==> src/rtl/game_round_controller_pkg.sv <==
// Shared types and defaults for the game round controller and timer.
// Level/lives defaults are also used by the timer's level table.
package game_pkg;

  localparam int LEVEL_W = 3;
  localparam int DEF_MAX_LEVEL = 5;
  localparam int DEF_START_LIVES = 3;

  typedef enum logic [2:0] {
    IDLE,
    CONFIG,
    ARM,
    RUN,
    WIN,
    LOSE,
    LOST,
    WON
  } state_e;

endpackage

==> src/rtl/game_round_controller_if.sv <==
// Command/status bundle between the round controller and the
// countdown timer.
interface game_round_controller_if;
  import game_pkg::*;

  logic               timerReconfig;
  logic               timerEnable;
  logic [LEVEL_W-1:0] gameLevel;
  logic               timeout;

  modport master (
    output timerReconfig,
    output timerEnable,
    output gameLevel,
    input  timeout
  );

  modport slave (
    input  timerReconfig,
    input  timerEnable,
    input  gameLevel,
    output timeout
  );

endinterface

==> src/rtl/game_round_controller_score.sv <==
// Saturating score accumulator with synchronous clear and
// add-enable.
module score_accum #(
  parameter int SCORE_W = 8,
  parameter int ADD_W   = 3
) (
  input  logic               clk,
  input  logic               rst,
  input  logic               clr,
  input  logic               add_en,
  input  logic [ADD_W-1:0]   add,
  output logic [SCORE_W-1:0] score
);

  logic [SCORE_W:0] sum;

  assign sum = {1'b0, score} + (SCORE_W+1)'(add);

  always_ff @(posedge clk) begin
    if (rst || clr) begin
      score <= '0;
    end else if (add_en) begin
      score <= sum[SCORE_W] ? '1 : sum[SCORE_W-1:0];
    end
  end

endmodule

==> src/rtl/game_round_controller.sv <==
// Round/level/lives sequencer; master of the countdown timer's
// command interface. All outputs are registered.
module game_round_controller
  import game_pkg::*;
#(
  parameter int MAX_LEVEL   = DEF_MAX_LEVEL,
  parameter int START_LIVES = DEF_START_LIVES,
  parameter int SCORE_W     = 8
) (
  input  logic                    clk,
  input  logic                    rst,
  input  logic                    startPulse,
  input  logic                    correctPulse,
  input  logic                    wrongPulse,
  game_round_controller_if.master tmr,
  output logic [2:0]              lives,
  output logic [SCORE_W-1:0]      score,
  output logic                    roundActive,
  output logic                    gameOver,
  output logic                    gameWon
);

  localparam logic [2:0] S_IDLE   = IDLE;
  localparam logic [2:0] S_CONFIG = CONFIG;
  localparam logic [2:0] S_ARM    = ARM;
  localparam logic [2:0] S_RUN    = RUN;
  localparam logic [2:0] S_WIN    = WIN;
  localparam logic [2:0] S_LOSE   = LOSE;
  localparam logic [2:0] S_LOST   = LOST;
  localparam logic [2:0] S_WON    = WON;

  localparam logic [LEVEL_W-1:0] MAX_LV = LEVEL_W'(MAX_LEVEL);
  localparam logic [LEVEL_W-1:0] LV_ONE = LEVEL_W'(1);
  localparam logic [2:0]         LIVES0 = 3'(START_LIVES);

  logic [2:0] state;
  logic [2:0] nxt;
  logic       start_game;
  logic       in_win;

  assign start_game = startPulse &&
    (state == S_IDLE || state == S_LOST || state == S_WON);
  assign in_win = (state == S_WIN);

  always_comb begin
    nxt = state;
    case (state)
      S_IDLE, S_LOST, S_WON:
        if (startPulse) nxt = S_CONFIG;
      S_CONFIG: nxt = S_ARM;
      S_ARM:    nxt = S_RUN;
      // a late answer loses to a timeout; both answers count as wrong
      S_RUN: begin
        if (tmr.timeout || wrongPulse) nxt = S_LOSE;
        else if (correctPulse)         nxt = S_WIN;
      end
      S_WIN:
        nxt = (tmr.gameLevel == MAX_LV) ? S_WON : S_CONFIG;
      S_LOSE:
        nxt = (lives == 3'd1) ? S_LOST : S_CONFIG;
    endcase
  end

  always_ff @(posedge clk) begin
    if (rst) begin
      state             <= S_IDLE;
      tmr.timerReconfig <= 1'b0;
      tmr.timerEnable   <= 1'b0;
      tmr.gameLevel     <= LV_ONE;
      lives             <= LIVES0;
      roundActive       <= 1'b0;
      gameOver          <= 1'b0;
      gameWon           <= 1'b0;
    end else begin
      state             <= nxt;
      tmr.timerReconfig <= (nxt == S_CONFIG);
      tmr.timerEnable   <= (nxt == S_RUN);
      roundActive       <= (nxt == S_RUN);
      gameOver          <= (nxt == S_LOST) || (nxt == S_WON);
      gameWon           <= (nxt == S_WON);
      if (start_game) begin
        tmr.gameLevel <= LV_ONE;
        lives         <= LIVES0;
      end
      if (in_win && tmr.gameLevel != MAX_LV)
        tmr.gameLevel <= tmr.gameLevel + LV_ONE;
      if (state == S_LOSE)
        lives <= lives - 3'd1;
    end
  end

  score_accum #(
    .SCORE_W (SCORE_W),
    .ADD_W   (LEVEL_W)
  ) u_score (
    .clk    (clk),
    .rst    (rst),
    .clr    (start_game),
    .add_en (in_win),
    .add    (tmr.gameLevel),
    .score  (score)
  );

endmodule

==> src/flat_wrapper.sv <==
// flat-port wrapper written by rule: the top's interface ports become plain ports
module game_round_controller_flat import game_pkg::*;
#(
  parameter int MAX_LEVEL   = DEF_MAX_LEVEL,
  parameter int START_LIVES = DEF_START_LIVES,
  parameter int SCORE_W     = 8
)
  (clk, rst, startPulse, correctPulse, wrongPulse, lives, score, roundActive, gameOver, gameWon, tmr_timerReconfig, tmr_timerEnable, tmr_gameLevel, tmr_timeout);
  game_round_controller_if tmr_i ();
  input  logic clk;
  input  logic rst;
  input  logic startPulse;
  input  logic correctPulse;
  input  logic wrongPulse;
  output logic [2:0] lives;
  output logic [SCORE_W-1:0] score;
  output logic roundActive;
  output logic gameOver;
  output logic gameWon;
  output wire logic [$bits(tmr_i.timerReconfig)-1:0] tmr_timerReconfig;
  output wire logic [$bits(tmr_i.timerEnable)-1:0] tmr_timerEnable;
  output wire logic [$bits(tmr_i.gameLevel)-1:0] tmr_gameLevel;
  input wire logic [$bits(tmr_i.timeout)-1:0] tmr_timeout;
  assign tmr_timerReconfig = tmr_i.timerReconfig;
  assign tmr_timerEnable = tmr_i.timerEnable;
  assign tmr_gameLevel = tmr_i.gameLevel;
  assign tmr_i.timeout = tmr_timeout;
  game_round_controller #(.MAX_LEVEL(MAX_LEVEL), .START_LIVES(START_LIVES), .SCORE_W(SCORE_W)) u_core (.clk(clk), .rst(rst), .startPulse(startPulse), .correctPulse(correctPulse), .wrongPulse(wrongPulse), .tmr(tmr_i), .lives(lives), .score(score), .roundActive(roundActive), .gameOver(gameOver), .gameWon(gameWon));
endmodule
==> config.mk <==
export PLATFORM = sky130hd
export DESIGN_NAME = game_round_controller_flat
export DESIGN_NICKNAME = d
export VERILOG_FILES = /design/src/rtl/game_round_controller_pkg.sv /design/src/rtl/game_round_controller_if.sv /design/src/rtl/game_round_controller_score.sv /design/src/rtl/game_round_controller.sv /design/src/flat_wrapper.sv
export SDC_FILE = /design/constraint.sdc
export NUM_CORES = 1
export LEC_CHECK = 0
export ABC_AREA = 0
export CAP_MARGIN = 30
export CORE_MARGIN = 2
export CORE_UTILIZATION = 53
export DETAILED_ROUTE_END_ITERATION = 10
export MAX_ROUTING_LAYER = met4
export PLACE_DENSITY = 0.83
export REMOVE_ABC_BUFFERS = 1
export SLEW_MARGIN = 20
export SYNTH_ARGS = -nofsm -noshare
export SYNTH_HDL_FRONTEND = slang
export SYNTH_SLANG_ARGS = --single-unit
==> constraint.sdc <==
create_clock -name clk -period 2.7 [get_ports clk]
set_input_delay 0.81 -clock clk [delete_from_list [all_inputs] [get_ports clk]]
set_output_delay 0.81 -clock clk [all_outputs]
set_load 0.01 [all_outputs]
Word-level counts from Yosys, hierarchy flattened
Index checks and enable logic that the tools add are counted.
{"block": "word_totals", "ff_bits": 21, "latchBits": 0, "ramBits": 0, "mem_bits_ro": 0, "word_cells": 47, "mem_count": 0}
{"block": "classes", "addsub": 3, "n_mul": 0, "div": 0, "order_cmp": 0, "n_eq_ne": 14, "n_shift": 0, "muxes": 11, "bitwise_logic": 0, "reduce_logical": 11}
{"op": "$mux W3", "n": 9}
{"op": "$eq A3 B3 Y1 const B", "n": 7}
{"op": "$pmux W3 S6", "n": 1}
{"op": "$add A8 B3 Y9", "n": 1}
{"op": "$eq A3 B1 Y1 const B", "n": 3}
{"op": "$eq A3 B2 Y1 const B", "n": 3}
{"op": "$mux W8", "n": 1}
{"op": "$logic_or A1 B1 Y1", "n": 5}
{"op": "$reduce_bool A2 Y1", "n": 2}
{"op": "$add A3 B1 Y3 const B", "n": 1}
{"op": "$logic_not A3 Y1", "n": 1}
{"op": "$ne A3 B3 Y1 const B", "n": 1}
{"op": "$reduce_or A3 Y1", "n": 1}
{"op": "$sub A3 B1 Y3 const B", "n": 1}
{"op": "$logic_and A1 B1 Y1", "n": 2}

Logic depth before layout (Yosys ltp)
Gate-level depths: netlist of the first run.
{"block": "logic_depth", "ltp_word": 6, "ltp_mapped": 6, "depth_no_buf": 6}

Cells and area by module
Synthesis of the first run repeated with hierarchy kept, for this count alone.
{"block": "unflattened", "hier_cells": 128, "hier_area_um2": 1156.1}
{"mod": "game_round_controller", "instances": 1, "cells_each": 78, "area_per_inst_um2": 680.7, "seq_area_each_um2": 260.2}
{"mod": "score_accum", "instances": 1, "cells_each": 50, "area_per_inst_um2": 475.5, "seq_area_each_um2": 160.2}

Worst setup path before layout of the first run
Ideal clock, no wire load.
{"block": "synth_path", "path_type": "input to register", "startpoint": "input port correctPulse", "endpoint": "register u_core.tmr.timerEnable", "setup_ns": 0.080, "t_arrival_ns": 1.822, "setup_slack_ns": 0.798, "cell_stages": 4, "cell_sequence": "or3_1 -> a31o_2 -> o21ai_1 -> nor3b_1"}
{"block": "synth_between", "elab_chain_cells": 4}
{"item": "from (decl)", "line_no": "flat_wrapper.sv:13", "rtl": "input logic correctPulse;"}
{"item": "$mux W3", "line_no": "game_round_controller.sv:55", "rtl": "else if (correctPulse) nxt = S_WIN;"}
{"item": "$mux W3", "line_no": "game_round_controller.sv:54", "rtl": "if (tmr.timeout || wrongPulse) nxt = S_LOSE;"}
{"item": "$pmux W3 S6", "line_no": "game_round_controller.sv:47", "rtl": "case (state)"}
{"item": "$eq A3 B2 Y1", "line_no": "game_round_controller.sv:77", "rtl": "tmr.timerEnable <= (nxt == S_RUN);"}
{"item": "to (signal assigned)", "line_no": "game_round_controller.sv:77"}
{"item": "to (decl)", "line_no": "game_round_controller_if.sv:13", "rtl": "output timerEnable,"}
Every way passes these cells.
A chain may end at the register's enable or synchronous reset.

Worst setup path in the final report of the first run
{"block": "layout_path", "startpoint": "register u_core.u_score.score[3]", "endpoint": "output port score[3]"}
{"item": "from (decl)", "line_no": "game_round_controller_score.sv:12", "rtl": "output logic [SCORE_W-1:0] score"}
{"item": "from (signal assigned)", "line_no": "game_round_controller_score.sv:23", "rtl": "score <= sum[SCORE_W] ? '1 : sum[SCORE_W-1:0];"}
{"item": "to (decl)", "line_no": "flat_wrapper.sv:16", "rtl": "output logic [SCORE_W-1:0] score;"}
No word-level cell between the ends.

==> reports/summary.txt, run 1 <==
status: complete, no violations
CTS root buf: clkbuf_4
Post-Synth Adder-Cell Area: 9.38%
Total GRT Usage: 21.6%
largest family of logic cells by synthesized area: simple AND/OR/NAND/NOR gates
EDFF count, synth: 0
CP Capture Type: output pin
Worst-Margin Slew: 0.626 ns
Post-Synth XOR/XNOR Area: 3.05%
most frequent cells in the layout: 24 x clkdlybuf4s50_1, 21 x dfxtp_1, 14 x a21oi_1
mapped cell area: 1150 sq um
Initial DRT Pass Iterations: 4
commonest non-fill, non-tap cell in the layout: clkdlybuf4s50_1
port buffer count: 24
Top delay family on crit path: buffers and inverters
DRC Markers: 0
Slew Limit Headroom: 58.0%
Sinks on Clock Net: 21
global-route wire length before repair: 4.11 mm
CTS tree: done
WL per Instance: 12.8 um
Achievable Freq: 0.457 GHz
Hold Slack: 0.522 ns
ys async rst share: 0%
largest net degree at the start of global routing: 16
Reg clk slew, reported paths: 0.12 ns
Antenna Nets Post-Route: 0
setup TNS: 0 ns
final setup vio count: 0
Via-to-Cell Ratio: 5.68
Iteration-0 DRC Markers: 21
Worst EP arrival: 1.38 ns
critical path class: reg2out
Critical Path Max Stage Delay: 0.59 ns
Crit Path Max Fanout: 7
antenna violations before repair: 0
CTS Hold Bufs: 0
worst path bufs/invs: 1
min-delay worst type: reg2reg
CP Data Required Time: 1.89 ns
crit path max-delay cell type: clkdlybuf4s50_1
Fin. Hold Viols: 0
vias in the first global route: 965
post-synthesis compound-gate area fraction: 21.6%
Initial Util: 57.3%
post-CTS setup buffer count: 0
CTS HTree Levels: 1
sequential share of the synthesized area: 36.6%
Post-Syn Area per Cell: 8.69 sq um
fin crit share: 81.0%
diode count: 0
io pins: 25
Max-Cap Viols: 0
Routability Congestion: 0.854
RSZ-0062 raised after global routing: no
crit start category: flop
Via Count: 1022
CTS Buf Count: 3
Detailed Route WL: 2.31 mm
Post-Synth Simple-Gate Area: 23.6%
Die X: 50.5 um
Clock Skew: 0.00190 ns
fin nets: 168
post-synthesis mux area share: 0%
minimum clock period: 2.19 ns
cell area power density: 387 nW/um^2
crit-path cells: clkdlybuf4s50_1
number of synthesized register bits: 21
Resized cells post-CTS: 0
Die Area: 2550 sq um
fin. max-slew vios: 0
Synth Flop Type: dfxtp_1
site row count: 16
Worst-Skew Late Latency: 0.31 ns
Placeable Area: 2000 sq um
post-layout power: 543 uW
unique cell type count in the Yosys netlist: 44
clk buf depth: 2
total grt overflow: 0
area grow syn2layout: 22.1%
Synth Warn #: 0
Leak: 0.000497 uW
share of cells above drive strength 1: 6.54%
peak supply drop: 0.346 mV
Die Ht: 50.5 um
Post-Syn Instances: 132
HPWL after DPL: 1.73 mm
==> registers in the layout (all words and copies together), names as in the netlist <==
signal                    flops
u_core.gameWon                1
u_core.state                  3
u_core.gameOver               1
u_core.tmr.timerReconfig      1
u_core.lives                  3
u_core.u_score.score          8
u_core.tmr.timerEnable        1
u_core.tmr.gameLevel          3
==> through the flow <==
| step | cells | worst slack (ns) | util [%] | area, sq um |
|---|---|---|---|---|
| detailed placement | 176 | 0.216 | 68.6 | 1370 |
| floorplan | 125 | 0.797 | - | 1100 |
| finish | 180 | 0.512 | 70.0 | 1400 |
| CTS | 180 | 0.521 | 70.0 | 1400 |
| global route | 180 | 0.473 | 70.0 | 1400 |
| global placement | 176 | 0.352 | 68.6 | 1370 |
==> logic make-up after synthesis <==
logic type                 after synthesis
and+or+nand+nor                         52
AOI/OAI and AO/OA                       35
DFF                                     21
buffers and inverters                   12
adders and majority gates                8
xor gates and xnor gates                 4
==> cell usage after synthesis, drive strengths merged, types with 3 or more instances <==
cell type	instances	area share, %
dfxtp	21	37
xnor2	4	3.1
nand2	13	4.3
nand3	4	1.7
nor2	12	3.9
a211oi	3	3.1
a21oi	14	6.1
nor3	8	3.5
nor3b	3	2.4
o21ai	4	1.7
a31oi	3	1.6
buf	6	3.8
inv	5	1.6
ha	7	7.6
==> final timing paths <==
path                            from                  endpoint  cells after the start  slack, ns
max          u_core.u_score.score[3]                  score[3]                      1       0.51
min          u_core.u_score.score[0]   u_core.u_score.score[0]                      2       0.52
max reg2reg          u_core.state[1]  u_core.tmr.timerReconfig                      4       0.69
min reg2reg  u_core.u_score.score[0]   u_core.u_score.score[0]                      2       0.52
==> per-layer routing <==
layer | routed length [um] | GRT usage [%] | vias up
li1 | - | - | 518
met1 | 1100 | 26.4 | 475
met2 | 1090 | 36.4 | 24
met3 | 71 | 2.68 | 5
met4 | 42 | 8.11 | 0
met5 | 0 | - | -
==> report_power, final <==
part / switching (uW) / total (uW) / internal (uW)
combinational: 29.3 / 57.1 / 27.8
clock: 103 / 158 / 55.5
sequential: 11.2 / 327 / 316
total: 143 / 543 / 399
==> final cells by class <==
class                   count  area, sq um
repair buffers             24          240
well taps                  27         33.8
multi-input cells          99          661
clock buffers               3         22.5
fillers                   172          601
inverters                   5         18.8
clock inverters             1         5.00
flip-flops and latches     21          420
No activity file was read; power rests on OpenSTA's default activity.
==> run 2: changes to the inputs <==
--- a/config.mk
+++ b/config.mk
@@ -8,10 +8,10 @@
 export ABC_AREA = 0
 export CAP_MARGIN = 30
 export CORE_MARGIN = 2
-export CORE_UTILIZATION = 53
+export CORE_UTILIZATION = 44
 export DETAILED_ROUTE_END_ITERATION = 10
 export MAX_ROUTING_LAYER = met4
-export PLACE_DENSITY = 0.83
+export PLACE_DENSITY = 0.74
 export REMOVE_ABC_BUFFERS = 1
 export SLEW_MARGIN = 20
 export SYNTH_ARGS = -nofsm -noshare
==> constraint.sdc (replaced) <==
create_clock -name clk -period 1.88 [get_ports clk]
set_input_delay 0.564 -clock clk [delete_from_list [all_inputs] [get_ports clk]]
set_output_delay 0.564 -clock clk [all_outputs]
set_load 0.01 [all_outputs]
==> run 2 against run 1 <==
Clock skew grew 0.00098 ns. Largest cell class unchanged. Setup slack lost 0.45 ns. Non-clock buffer count grew 10. First-iteration DRC count grew 14%. Cell count grew 7.2%. Via count grew 6.1%. Clock power grew 39%. Critical path type unchanged. Critical path depth is the same. Hold slack lost 0.0067 ns. Combinational power grew 87%. Clock-buffer cell count is the same. Register-to-register slack lost 0.55 ns.
==> reports/summary.txt, run 2 (synthesis results as in run 1) <==
status: complete, no violations
Leak: 0.000550 uW (+11%)
Initial DRT Pass Iterations: 4 (unchanged)
CP Data Required Time: 1.32 ns (-0.57 ns)
peak supply drop: 0.446 mV (+29%)
min-delay worst type: reg2reg
Reg power frac: 58.6% (-1.7 points)
worst path bufs/invs: 1 (unchanged)
Resized cells post-CTS: 3 (+3)
P_int: 583 uW (+46%)
fin. max-slew vios: 0 (unchanged)
Worst-Margin Slew: 0.437 ns (-0.189 ns)
CTS tree: done
Fin. Hold Viols: 0 (unchanged)
DRC Markers: 0 (unchanged)
Detailed Route WL: 2.44 mm (+5.5%)
reg-to-reg setup timing slack: 0.14 ns (-0.55 ns)
critical path class: reg2out
Sinks on Clock Net: 21 (unchanged)
site row count: 18 (+2)
Die X: 55.1 um (+9.0%)
Reg with most FFs: u_core.u_score.score
Placeable Area: 2480 sq um (+24%)
CP Capture Type: output pin
Setup WS post-layout: 0.0669 ns (-0.445 ns)
area grow syn2layout: 32.1%
Initial Util: 46.3% (-11 points)
crit start category: flop
WL per Instance: 12.6 um (-1.6%)
Critical Path Max Stage Delay: 0.56 ns (-0.03 ns)
port buffer count: 24 (unchanged)
number of flip-flops in the largest register: 8 (unchanged)
largest net degree at the start of global routing: 15 (-1)
Reg clk slew, reported paths: 0.12 ns (about the same)
crit path max-delay cell type: clkdlybuf4s50_1
commonest non-fill, non-tap cell in the layout: clkdlybuf4s50_1
RSZ-0062 raised after global routing: no
Routability Congestion: 0.759 (-11%)
Antenna Nets Post-Route: 0 (unchanged)
global-route wire length before repair: 3.77 mm (-8.4%)
Iteration-0 DRC Markers: 24 (+14%)
cell area power density: 519 nW/um^2 (+34%)
io pins: 25 (unchanged)
DP Worst Slack: -0.334 ns (-0.550 ns)
Via Count: 1084 (+6.1%)
Die Area: 3030 sq um (+19%)
CTS HTree Levels: 1 (unchanged)
share of cells above drive strength 1: 20.2% (+14 points)
Clk pwr share: 27.8% (-1.3 points)
fin crit share: 96.4%
HPWL after DPL: 1.81 mm (+4.5%)
fin nets: 178 (+6.0%)
Worst EP arrival: 1.25 ns (-0.13 ns)
Clock Skew: 0.00288 ns (+0.000980 ns)
diode count: 0 (unchanged)
post-CTS setup buffer count: 0 (unchanged)
minimum clock period: 1.81 ns
total grt overflow: 0 (unchanged)
Die Ht: 55.1 um (+9.0%)
most frequent cells in the layout: 23 x clkdlybuf4s50_1, 14 x a21oi_1, 13 x nand2_1
Max-Cap Viols: 0 (unchanged)
sw frac: 25.9% (-0.47 points)
Sw Pwr: 204 uW (+42%)
Achievable Freq: 0.552 GHz
placed cell area: 1450 sq um (+5.7%)
Via-to-Cell Ratio: 5.62 (-1.1%)
CTS Buf Count: 3 (unchanged)
crit-path cells: clkdlybuf4s50_1
Slew Limit Headroom: 70.9% (+13 points)
Total GRT Usage: 17.6% (-4.0 points)
post-route cell area: 1520 sq um (+8.1%)
antenna violations before repair: 0 (unchanged)
clk buf depth: 2 (unchanged)
Top delay family on crit path: buffers and inverters
fillcell total: 224 (+30%)
Combinational Power Share: 13.6% (+3.1 points)
CTS root buf: clkbuf_4
Worst-Skew Late Latency: 0.30 ns (about the same)
Crit Path Max Fanout: 4 (-3)
vias in the first global route: 945 (-2.1%)
CTS Hold Bufs: 0 (unchanged)
final setup vio count: 0 (unchanged)
run 2: metrics by stage:
step                hold WS [ns]  std cells  TNS (ns)  util [%]  total power (uW)
floorplan                  0.515        125         0         -               521
global placement           0.494        189     -1.04      58.6               569
detailed placement         0.515        189     -1.43      58.6               572
CTS                        0.533        193         0      59.8               794
global route               0.542        193         0      61.2               823
finish                     0.515        193         0      61.2               787
run 2: layout make-up:
type / count / area [sq um] / share of cell area, %
clock buffer: 3 / 22.5 / 1.49
clock inverter: 1 / 5.00 / 0.330
inverter: 5 / 18.8 / 1.24
multi-input combinational: 99 / 683 / 45.1
sequential: 21 / 434 / 28.7
tap: 30 / 37.5 / 2.48
timing repair buffer: 34 / 314 / 20.7
run 2: path summary, 6_finish.rpt:
kind	from	end	cells after the start
worst max-delay path	u_core.lives[1]	lives[1]	1
worst min-delay path	u_core.u_score.score[7]	u_core.u_score.score[7]	1
worst max register to register	u_core.u_score.score[0]	u_core.u_score.score[1]	7
worst min register to register	u_core.u_score.score[7]	u_core.u_score.score[7]	1
run 2: per-layer routing:
layer / wire length, um / up-vias / global-route usage (%)
li1: - / 533 / -
met1: 1130 / 516 / 20.6
met2: 1180 / 33 / 31.0
met3: 112 / 2 / 2.69
met4: 6 / 0 / 5.28
met5: 0 / - / -
run 2: power groups by stage:
stage / Sequential, uW / Clock (uW) / Combinational (uW)
3_3_place_gp: 472 / 0 / 97.3
5_1_grt: 463 / 245 / 115
2_1_floorplan: 479 / 0 / 41.7
4_1_cts: 462 / 231 / 100
6_report: 461 / 219 / 107
3_5_place_dp: 472 / 0 / 99.9
